File: config.mk
export PLATFORM = sky130hd
export DESIGN_NAME = pipe_stage_buf
export DESIGN_NICKNAME = d
export VERILOG_FILES = /design/src/rtl/pipe_stage_buf.sv
export SDC_FILE = /design/constraint.sdc
export NUM_CORES = 1
export LEC_CHECK = 0
export CAP_MARGIN = 20
export CELL_PAD_IN_SITES_DETAIL_PLACEMENT = 1
export CELL_PAD_IN_SITES_GLOBAL_PLACEMENT = 1
export CORE_MARGIN = 2
export CORE_UTILIZATION = 30
export DETAILED_ROUTE_END_ITERATION = 16
export GPL_TIMING_DRIVEN = 0
export PLACE_DENSITY = 0.76
export SLEW_MARGIN = 10
export SYNTH_ARGS = -nofsm -noshare
export SYNTH_HDL_FRONTEND = slang
export SYNTH_SLANG_ARGS = --single-unit
File: constraint.sdc
create_clock -name CLK -period 3.3 [get_ports CLK]
set_input_delay 0.33 -clock CLK [delete_from_list [all_inputs] [get_ports CLK]]
set_output_delay 0.33 -clock CLK [all_outputs]
set_load 0.03 [all_outputs]
File: src/rtl/pipe_stage_buf.sv
// rtl/pipe_stage_buf.sv - two-entry skid buffer between pipeline stages with flush, stall, halt and bubble count
module pipe_stage_buf #(
    parameter int               WIDTH    = 32,
    parameter int               HALT_BIT = 0,
    parameter int               CNT_W    = 16,
    parameter logic [WIDTH-1:0] RST_VAL  = '0
) (
    input  logic             CLK,
    input  logic             RST,
    input  logic             in_valid,
    output logic             in_ready,
    input  logic [WIDTH-1:0] in_data,
    output logic             out_valid,
    input  logic             out_ready,
    output logic [WIDTH-1:0] out_data,
    input  logic             stall,
    input  logic             flush,
    output logic             halted,
    output logic [1:0]       occupancy,
    output logic [CNT_W-1:0] bubble_cnt
);

    typedef enum logic [1:0] {
        EMPTY = 2'd0,
        ONE   = 2'd1,
        FULL  = 2'd2
    } state_t;

    state_t           state, state_n;
    logic [WIDTH-1:0] h_data, h_data_n;
    logic [WIDTH-1:0] s_data, s_data_n;
    logic             halted_n;
    logic             in_ready_reg, in_ready_n;
    logic [CNT_W-1:0] bubble_n;
    logic             h_valid, acc, emt, bubble_inc;

    assign h_valid    = (state != EMPTY);
    assign in_ready   = in_ready_reg && !RST;
    assign acc        = in_valid && in_ready && !stall && !flush;
    assign emt        = h_valid && out_ready && !stall && !flush;
    assign out_valid  = h_valid && !stall;
    assign out_data   = h_data;
    assign occupancy  = state;
    assign bubble_inc = out_ready && !out_valid && !stall && !flush;

    always_comb begin
        state_n  = state;
        h_data_n = h_data;
        s_data_n = s_data;
        if (flush) begin
            state_n  = EMPTY;
            h_data_n = RST_VAL;
            s_data_n = RST_VAL;
        end else begin
            case (state)
                EMPTY: begin
                    if (acc) begin
                        state_n  = ONE;
                        h_data_n = in_data;
                    end
                end
                ONE: begin
                    if (acc && emt) begin
                        h_data_n = in_data;
                    end else if (acc) begin
                        state_n  = FULL;
                        s_data_n = in_data;
                    end else if (emt) begin
                        state_n  = EMPTY;
                        h_data_n = RST_VAL;
                    end
                end
                FULL: begin
                    if (emt) begin
                        state_n  = ONE;
                        h_data_n = s_data;
                        s_data_n = RST_VAL;
                    end
                end
                default: begin
                    state_n  = EMPTY;
                    h_data_n = RST_VAL;
                    s_data_n = RST_VAL;
                end
            endcase
        end

        // Only a payload that actually leaves the buffer can raise halt
        halted_n   = halted || (emt && h_data[HALT_BIT]);
        in_ready_n = (state_n != FULL) && !halted_n;

        bubble_n = bubble_cnt;
        if (bubble_inc && (bubble_cnt != {CNT_W{1'b1}})) begin
            bubble_n = bubble_cnt + CNT_W'(1);
        end
    end

    always_ff @(posedge CLK) begin
        if (RST) begin
            state        <= EMPTY;
            h_data       <= RST_VAL;
            s_data       <= RST_VAL;
            halted       <= 1'b0;
            in_ready_reg <= 1'b1;
            bubble_cnt   <= '0;
        end else begin
            state        <= state_n;
            h_data       <= h_data_n;
            s_data       <= s_data_n;
            halted       <= halted_n;
            in_ready_reg <= in_ready_n;
            bubble_cnt   <= bubble_n;
        end
    end

endmodule

# Word level (Yosys, flattened, before mapping)
# Index checks and enable logic that the tools add are counted.
[word_totals]
ff_bits = 84
inputBits = 38
out_inout_bits = 53
word_cells = 59
[op_classes]
add_sub_neg = 1
eq_ne = 10
muxes = 15
bitwise = 1
n_reduce_logical = 26
[op_table]
columns = ["operator", "count"]
rows = [
  ["32-bit two-way mux", 6],
  ["32-bit case mux with 3 select lines", 2],
  ["16-bit by 1-bit adder with 16-bit output (second input constant)", 1],
  ["16-bit inequality test (second input constant)", 1],
  ["1-bit logical AND", 15],
  ["2-bit two-way mux", 6],
  ["2-bit inequality test (second input constant)", 5],
  ["4-bit AND reduction", 2],
  ["3-bit inequality test (second input constant)", 2],
  ["2-bit case mux with 3 select lines", 1],
  ["1-bit zero test", 5],
  ["2-bit by 1-bit equality test with 1-bit output (second input constant)", 1],
  ["2-bit equality test (second input constant)", 1],
  ["2-bit zero test", 1],
  ["2-bit nonzero test", 1],
  ["2-bit OR reduction", 1],
  ["1-bit logical OR", 1],
  ["1-bit inverter", 1],
]

# Logic depth before layout (Yosys ltp)
[logic_depth]
word_depth = 11
ltp_mapped = 7
ltp_nobuf = 5

# Least setup slack after synthesis
# Ideal clock, no wire load.
[synth_path]
path_type = "register to register"
start = "reg state[1] (netlist: occupancy[1])"
end = "reg h_data[10] (netlist: out_data[10])"
setup_ns = 0.071
t_arrival_ns = 1.823
required_time_ns = 3.229
path_slack_ns = 1.407
path_stages_with_launch = 7
n_path_buf = 2
period_less_slack_ns = 1.893
cell_sequence = "dfxtp_1 > buf_2 > inv_1 > or3_1 > a21oi_1 > buf_2 > o2bb2ai_1"
[synth_via]
elab_chain_cells = 7
word_cells_on_any_way = 15
classes_between = "6 x eq/ne; 2 x mux; 7 x reduce/logical"
[synth_rtl]
columns = ["item", "line", "text"]
rows = [
  ["from (decl)", "29", "state_t state, state_n;"],
  ["from (signal assigned)", "107", "state <= state_n;"],
  ["2-bit nonzero test", "37", "assign h_valid = (state != EMPTY);"],
  ["1-bit logical AND (3 in series)", "40", "assign emt = h_valid && out_ready && !stall && !flush;"],
  ["1-bit logical AND", "63", "if (acc && emt) begin"],
  ["3-bit inequality test (no source line) / 32-bit two-way mux (equally long branches)", "n/a", ""],
  ["4-bit AND reduction (no source line) / 32-bit case mux with 3 select lines (equally long branches)", "n/a", ""],
  ["to (signal assigned)", "108", "h_data <= h_data_n;"],
  ["to (decl)", "30", "logic [WIDTH-1:0] h_data, h_data_n;"],
]
# Several ways; a longest one is shown, not always the timed one.
# A chain may end at the register's enable or synchronous reset.

# Worst setup path after layout
[layout_path]
start = "in RST"
end = "out in_ready"
[layout_via]
elab_chain_cells = 2
[layout_rtl]
columns = ["item", "line", "text"]
rows = [
  ["from (decl)", "9", "input logic RST,"],
  ["1-bit zero test", "38", "assign in_ready = in_ready_reg && !RST;"],
  ["1-bit logical AND", "38", ""],
  ["to (decl)", "11", "output logic in_ready,"],
]
# Every way passes these cells.

==> results.md <==
* Initial DRC count at about 190
* Leading cell type in the layout, fill and taps excluded: clkdlybuf4s50_1
* Sw power at roughly 0.53 mW
* Post-Synthesis Mean Instance Area at 9.74 µm²
* Data required time at the worst endpoint at between 2 and 3 ns
* R2R Path Start: bubble_cnt[1]
* Combinational Power Share at 0.067
* Number of vias in the routed layout at 3428
* Reported max-cap violation count at 0
* Seq pwr share at 0.461
* Total routed wirelength at 11300 µm
* Antenna viol nets, final at 0
* Clock Skew at ~0.0095 ns
* Category of the worst setup path capture point: output pin
* CP Max Fanout at 8
* Measured slew at the worst slew-check pin at 0.748 ns
* Minimum clock period after layout at 2.37 ns
* Top sig layer: met4
* Count of filler cells inserted in the layout at about 1400
* Synth Register Bits at 84
* Routed wire per std cell at 16.9 µm
* N_diodes at 0
* Hold path depth at 2
* Half-perimeter wire length after placement at just over 8000 µm
* Total met2 wirelength after detailed routing at around 5700 µm
* Register area at between 0.0015 and 0.002 mm²
* Root buffer cell: clkbuf_16
* CTS H-Tree Depth at 3
* Remaining design rule violation count at 0
* Relative area change from synthesis to final layout at 37.4%
* RSZ-0062 raised after global routing: false
* Fraction of final layout cells sized beyond drive strength 1 at 0.127
* Number of cells on the worst reg-to-reg path at 6
* Proportion of synthesized flip-flops having asynchronous set or reset at 0
* Clock slew at reported path FFs at 0.07 ns
* Number of primary I/O pins at 91
* Number of flops mapped to enable cells by yosys at 0
* Number of setup violations in the final report at 0
* Wire length on met1 at a little over 5000 µm
* Tcrit/Tclk final at 0.719
* Most used flip-flop cell after synthesis: dfxtp_1
* Run status: finished clean
* Leak at between 1.5 and 2 nW
* Global placer's final weighted congestion at 0.839
* Switching power share of the total at 0.239
* Relative slew margins at 0.502
* Initial antenna violation count at 0
* CP Data Arrival Time at between 2 and 2.5 ns
* CTS buffer count at 9
* Row count at slightly above 40
* First-pass GRT wire length at between 15000 and 20000 µm
* Kind of start point of the critical path: primary input
* Flop2flop setup slack at about 1.1 ns
* Maximum VDD drop at 0.205 mV
* Number of sinks on the clock net at between 80 and 90
* Number of buffers between clock root and the deepest sink at 2
* Critical setup path kind: in2out
* Remaining global-route overflow at 0
* Launch instance of the worst min-delay path: s_data[15]
* Fin. Hold Viols at 0
* Library cells used by synthesis at between 40 and 50
* Total number of yosys warnings at 0
* Commonest cells after routing, fill and taps aside: 90 x clkdlybuf4s50_1, 84 x dfxtp_1, 73 x nand2_1
* Width of the chip at approximately 120 µm
* Fraction of power consumed by the clock network at 0.472
* Gate Count Post-Synth at 390
* Clock latency at the later pin of the worst-skew pair at about 0.34 ns
* Post-Syn Nets at around 430
* Synth top area share at 0.443
* Overall fraction of global-route tracks in use at 0.171
* Layout net count at 530
* Vert. Die Dim at approximately 120 µm
* Internal power of the cells at ~1.7 mW
* Initial Util at 0.304
* RR Endpoint: bubble_cnt[2]
* Pin count of the biggest net entering global routing at 17
* Pwr Density at around 420 mW/mm²
* Via/cell ratio at just over 5
* Type of the most critical hold path: reg2reg
* Setup TNS Final at 0 ns
* Cell type contributing the most total cell area after synthesis: dfxtp_1
* Pre-Repair DR Iteration Count at 4
* Number of buffers added for setup after CTS at 0
* Maximum achievable frequency at between 400 and 500 MHz
* Core area at between 0.01 and 0.015 mm²
* CTS tree: yes
* Hold-fix buffer count after cts at 0
* Portion of the post-synthesis area used by sequential elements at 0.443
* Hold Path Sink: s_data[15]
* Final count of pins violating max slew at 0
* Vias in the first global route at 3609
* Synthesized area at 0.00380 mm²
* Resize count post-CTS at 0
* Fraction of the core area covered by cells at the end of the flow at 0.417
* Multi-input logic area at roughly 0.0019 mm²
* Most area-consuming cells after synthesis: dfxtp_1 44%, mux2i_1 8.7%, nand2_1 7.2%, o2bb2ai_1 5.1%, a22oi_1 4.3%
* Die Outline Area at 0.0136 mm²
* Count of input and output buffers at 90
* Met3 wire len at 446 µm
==> metrics by stage <==
step	hold slack (ns)	cell area, µm²	setup WS, ns	total power [mW]	cells
after floorplan	0.435	3800	1.41	1.11	390
after global placement	0.442	4920	0.753	1.19	652
after detailed placement	0.448	4920	0.661	1.19	652
after CTS	0.464	5220	0.919	2.24	668
after global routing	0.475	5220	0.822	2.30	668
final	0.469	5220	0.926	2.22	668
==> layer usage <==
layer  vias to the layer above  track usage
li1                       1656            -
met1                      1698        0.211
met2                        66        0.304
met3                         8       0.0379
met4                         0       0.0416
met5                         -            0
==> critical path, stage by stage <==
cell and delay (ns):
clkdlybuf4s50_1 0.55, nand2b_1 0.13, clkbuf_1 0.34, inv_1 0.09
clkdlybuf4s50_1 0.61
==> how the worst max path moves through the flow <==
stage                 startpoint      endpoint  slack [ns]
finish                       RST      in_ready        0.93
global route                 RST      in_ready        0.82
CTS                          RST      in_ready        0.92
detailed placement         flush    s_data[23]        0.66
global placement           flush    s_data[27]        0.75
floorplan           occupancy[1]  out_data[10]        1.41
==> power by group through the flow <==
stage	clock (mW)	combinational, mW	sequential (mW)
floorplan	0	0.0551	1.05
global placement	0	0.146	1.04
detailed placement	0	0.149	1.04
CTS	1.06	0.151	1.02
global route	1.11	0.161	1.02
finish	1.05	0.149	1.02
==> logic make-up after synthesis <==
group | after synthesis | synth area share
simple gates | 132 | 0.176
compound gates | 104 | 0.239
flops | 84 | 0.443
buf+inv | 36 | 0.0527
mux | 33 | 0.0869
fa+ha+maj | 1 | 0.00329
==> area by class of cell <==
type                            instances  area share
Sequential cell                        84       0.322
Clock inverter                          7      0.0156
Timing Repair Buffer                   90       0.172
Multi-Input combinational cell        270       0.367
Tap cell                              172      0.0412
Inverter                                4     0.00287
Clock buffer                            9      0.0431
Buffer                                 32      0.0355
==> Yosys cell counts (5+ instances only) <==
cell       number
a21oi_1        17
a22oi_1        22
a22oi_2        10
buf_2          10
buf_6           5
clkbuf_1       13
dfxtp_1        84
mux2i_1        33
nand2_1        73
nand3_1         6
nand4_1         6
nor2_1          7
nor3_1          5
o21ai_0         5
o2bb2ai_1      22
o2bb2ai_2      10
o31ai_1         6
or4_1          11
Note: power is estimated with default switching activity, not from simulation.
==> edit 1, RTL diff (config.mk and constraints unchanged) <==
Reset style: asynchronous (`RST`), changed in one clocked block.
--- a/src/rtl/pipe_stage_buf.sv
+++ b/src/rtl/pipe_stage_buf.sv
@@ -96,5 +96,5 @@
     end
 
-    always_ff @(posedge CLK) begin
+    always_ff @(posedge CLK or posedge RST) begin
         if (RST) begin
             state        <= EMPTY;
Formal check against the unedited RTL: differs if RST is asserted again (counterexample within 4 cycles, from zero or initial values and one cycle with RST high); with RST held inactive, the same outputs for 4 cycles.
==> edit 1 against the original RTL <==
- via count rose by 3.6%
- utilization is 1.1 points lower
- area after synthesis grew 16%
- worst setup slack better by 150 ps
- synthesized cell count grew 8.7%
- first-iteration DRC count down 6.2%
- sequential cell count unchanged
- routed wire length grew 10%
- final area grew 12%
- critical path type is now reg -> out
Power is not compared: it rests on default switching activity, and its combinational part moved more than twofold at a synthesized area within 25%.
==> edit 1: results (changes against the original RTL) <==
[placement]
hpwl_um=8630  ; +5.8%
dpl_cell_area_sq_um=5550  ; +13%
gp_congestion=0.778  ; -7.3%
placedCellCount=699  ; +7.2%
pre_cts_slack_ps=964  ; +302 ps

[clock_tree]
cts_resized=0  ; unchanged
clk_pin_slew_ps=60

[global_route]
first_global_vias=3967  ; +9.9%
grt_first_pass_wirelength_um=21000  ; +14%
track_usage_pct=16.6  ; -0.48 points
grt_max_degree=55  ; +38

[layout]
areaGrowthSynthToFinish_pct=33.5
nFillCells=1618  ; +13%
drive_gt1_share_pct=8.11  ; -4.6 points
nNetsFinal=565  ; +6.6%
finalNonFillerCells=714  ; +6.9%

[synth]
yosys-top-cells-area=dfrtp_1 (47%), mux2i_1 (15%), o2bb2ai_1 (6.4%), nand2b_1 (4.8%), a21oi_1 (4.0%)
synthTopCellsByCount=dfrtp_1 (83), mux2i_1 (64), nand2_1 (41)
ys_async_sr_fraction_pct=100  ; +100 points
ys_types=40  ; -13%
yosys_warnings=0  ; unchanged
yosysSeqAreaShare_pct=47.9  ; +3.7 points
synth_nets=463  ; +7.9%

[setup_path]
r2r_end=bubble_cnt[6]$_DFFE_PP0P_
r2r-start=bubble_cnt[0]$_DFFE_PP0P_
crit_end=out_valid
reg2reg_slack_ps=1410  ; +280 ps
reg2reg_depth=6  ; unchanged
cpPeakStageDelay_ps=680  ; +70 ps
startpoint=occupancy[1]$_DFF_PP0_

[hold_path]
min-delay-path-class=in -> async

[outcome]
status=completed

[route]
drt_iter0_markers=181  ; -6.2%
wl_per_cell_um=17.5  ; +3.2%
routed_via_density=4.98  ; -3.0%

[timing]
hold_ws_ps=419  ; -49.3 ps
fin_skew_ps=2.79  ; -6.71 ps
fmax_mhz=449  ; +6.6%
slew_headroom_pct=63.9  ; +14 points

-- edit 1: changes by cell type in the layout (fill, tap and decap cells not counted), moves of 11 or more --
| cell | change |
|---|---|
| nand2_1 | -32 |
| nor2_1 | +31 |
| a21oi_1 | +18 |
| mux2i_1 | +31 |
| dfxtp_1 | -84 |
| dfrtp_1 | +83 |
| or4_1 | -11 |
| nand2b_1 | +30 |
| xor2_1 | +14 |
| a22oi_1 | -22 |
-- edit 1: power by group through the flow --
stage | logic (uW) | clock network, uW | registers [uW]
floorplan | 158 | 0 | 1220
global placement | 427 | 0 | 1140
detailed placement | 441 | 0 | 1140
CTS | 445 | 1080 | 1120
global route | 476 | 1120 | 1130
finish | 437 | 1040 | 1120
-- edit 1: final cells by class --
class / instances / share of cell area, %
Multi-Input combinational cell: 306 / 36.1
Sequential cell: 84 / 35.9
Tap cell: 184 / 3.93
Timing Repair Buffer: 91 / 15.8
Inverter: 2 / 0.171
Clock buffer: 15 / 5.25
Buffer: 32 / 2.84
-- edit 1: logic make-up (layout without fill, tap and decap cells) --
group | after synthesis | in the layout | synth area share [%]
AND/OR/NAND/NOR | 152 | 152 | 18.7
adder cells (fa/ha/maj) | 1 | 1 | 0.285
buffers and inverters | 34 | 140 | 3.96
flip-flops | 84 | 84 | 47.9
multiplexers | 65 | 65 | 14.9
AO/OA/AOI/OAI | 74 | 74 | 11.4
XOR/XNOR | 14 | 14 | 2.79
-- edit 1: routing by layer --
layer / track usage, % / vias to the layer above / share of wire (%)
met3: 3.64 / 19 / 3.2
li1: - / 1682 / -
met5: 0 / - / 0
met1: 21.5 / 1793 / 47
met4: 5.42 / 0 / 1.6
met2: 27.8 / 59 / 49
==> edit 2, RTL diff (same settings) <==
Without the edit above. `WIDTH`: 32 -> 64.
--- a/src/rtl/pipe_stage_buf.sv
+++ b/src/rtl/pipe_stage_buf.sv
@@ -1,5 +1,5 @@
 // rtl/pipe_stage_buf.sv - two-entry skid buffer between pipeline stages with flush, stall, halt and bubble count
 module pipe_stage_buf #(
-    parameter int               WIDTH    = 32,
+    parameter int               WIDTH    = 64,
     parameter int               HALT_BIT = 0,
     parameter int               CNT_W    = 16,
Interface: changed (resized in_data and out_data); port bits go from 91 to 155. The function was not compared with the original's and may differ.
==> edit 2 against the original RTL <==
- register-to-register slack lost 180 ps
- synthesized cell count up 96%
- clock power is 85% higher
- sequential cell count rose by 64
- global-route usage rose by 0.18 points
- final area rose by 79%
- fmax grew 1.1%
- power increased by 82%
- via count increased by 80%
- routed wire length up 82%
- area after synthesis rose by 80%
- count of clock-buffer cells in the layout up 8
- worst setup slack better by 25 ps
==> edit 2: results (changes against the original RTL) <==
[global_route]
use_met2_pct=29.1  ; -1.2 points
use_met1_pct=22.7  ; +1.6 points
grt_max_degree=17  ; unchanged
track_usage_pct=17.3  ; +0.18 points
first_global_vias=6457  ; +79%
grtUsageMet3_pct=3.29  ; -0.50 points
grt_first_pass_wirelength_um=33500  ; +83%

[timing]
post-route-period-util_pct=71.2  ; -0.77 points
fin_skew_ps=9.66  ; +0.162 ps
slew_headroom_pct=22.8  ; -27 points
hold_viol=0  ; unchanged
hold_ws_ps=459  ; -9.33 ps

[synth]
ys_types=44  ; -4.3%
synthTopCellsByCount=dfxtp_1 (148), nand2_1 (134), mux2i_1 (128)
yosys-top-cells-area=dfxtp_1 (43%), mux2i_1 (19%), o2bb2ai_1 (8.2%), nand2_1 (7.4%), a21oi_1 (5.9%)
yosys_warnings=0  ; unchanged
synth_nets=836  ; +95%
synth_area_per_cell_sq_um=8.94  ; -8.2%
yosysSeqAreaShare_pct=43.3  ; -0.96 points

[placement]
dpl_cell_area_sq_um=8740  ; +78%
portBuffers=154  ; +71%
pre_cts_slack_ps=434  ; -227 ps
hpwl_um=14200  ; +74%
placedCellCount=1204  ; +85%
gp_congestion=0.757  ; -9.8%

[clock_tree]
cts_made_buffers=17  ; +8
clock_sinks=148  ; +76%
clkLatencyLatePin_ps=420  ; +80 ps
clk_pin_slew_ps=60
htreeDepth=4  ; +1

[route]
route.vias.total=6181  ; +80%
route.met3.wl_um=840  ; +88%
met1_length_um=9870  ; +95%
wl_per_cell_um=16.7  ; -1.4%
drc=0  ; unchanged
wl_met2_um=9690  ; +70%
routed_via_density=5.00  ; -2.6%
drt_iter0_markers=140  ; -27%

[layout]
drive_gt1_share_pct=8.31  ; -4.4 points
antenna_cells=0  ; unchanged
nFillCells=2571  ; +79%
nNetsFinal=1010  ; +91%

[outcome]
status=completed

[power_and_ir_drop]
total_power_uw=4030  ; +82%
p_sw_uw=976  ; +84%
p_leak_uw=0.00305  ; +91%
p_comb_share_pct=7.3  ; +0.6 points
p_per_area_nw_per_um2=432  ; +1.8%
seq_power_uw=1800  ; +76%
ir_drop_uv=296  ; +44%

[setup_path]
reg2reg_slack_ps=950  ; -180 ps
path_class=reg -> reg
cp.arrival_ps=2690  ; +650 ps
worstPathMaxFanout=10  ; +2
reg2reg_depth=6  ; unchanged
r2r_end=out_data[60]$_SDFFE_PP0P_
r2r-start=occupancy[1]$_SDFF_PP0_

[hold_path]
hp-start=s_data[60]$_SDFFE_PP0P_
min_to=s_data[60]$_SDFFE_PP0P_

[edit 2: cell count changes after synthesis, moves of 11 or more]
cell and change:
nand2_1 +61, a21oi_1 +64, mux2i_1 +95, a22oi_1 -22, nor2_1 +66, o2bb2ai_1 +42, buf_2 +17, clkbuf_1 +11
dfxtp_1 +64
[edit 2: area by class of cell]
cell class | instances | share of cell area, %
repair buffers | 155 | 16.6
clock buffers | 17 | 4.56
plain buffers | 58 | 3.02
inverters | 2 | 0.0805
multi-input cells | 557 | 38.5
clock inverters | 14 | 1.60
flip-flops and latches | 148 | 31.8
well taps | 285 | 3.82
[edit 2: logic make-up after synthesis]
group	synth area share, %
and+or+nand+nor	16.4
AOI/OAI and AO/OA	17.2
DFF	43.3
muxes	18.7
buffers and inverters	4.22
adders and majority gates	0.183
[edit 2: worst max-delay path, cell delays in order, from the launching register on]
cell	delay [ps]
dfxtp_1	330
buf_2	210
or2_2	180
o21ai_1	90
a221oi_2	910
buf_2	410
o2bb2ai_1	140
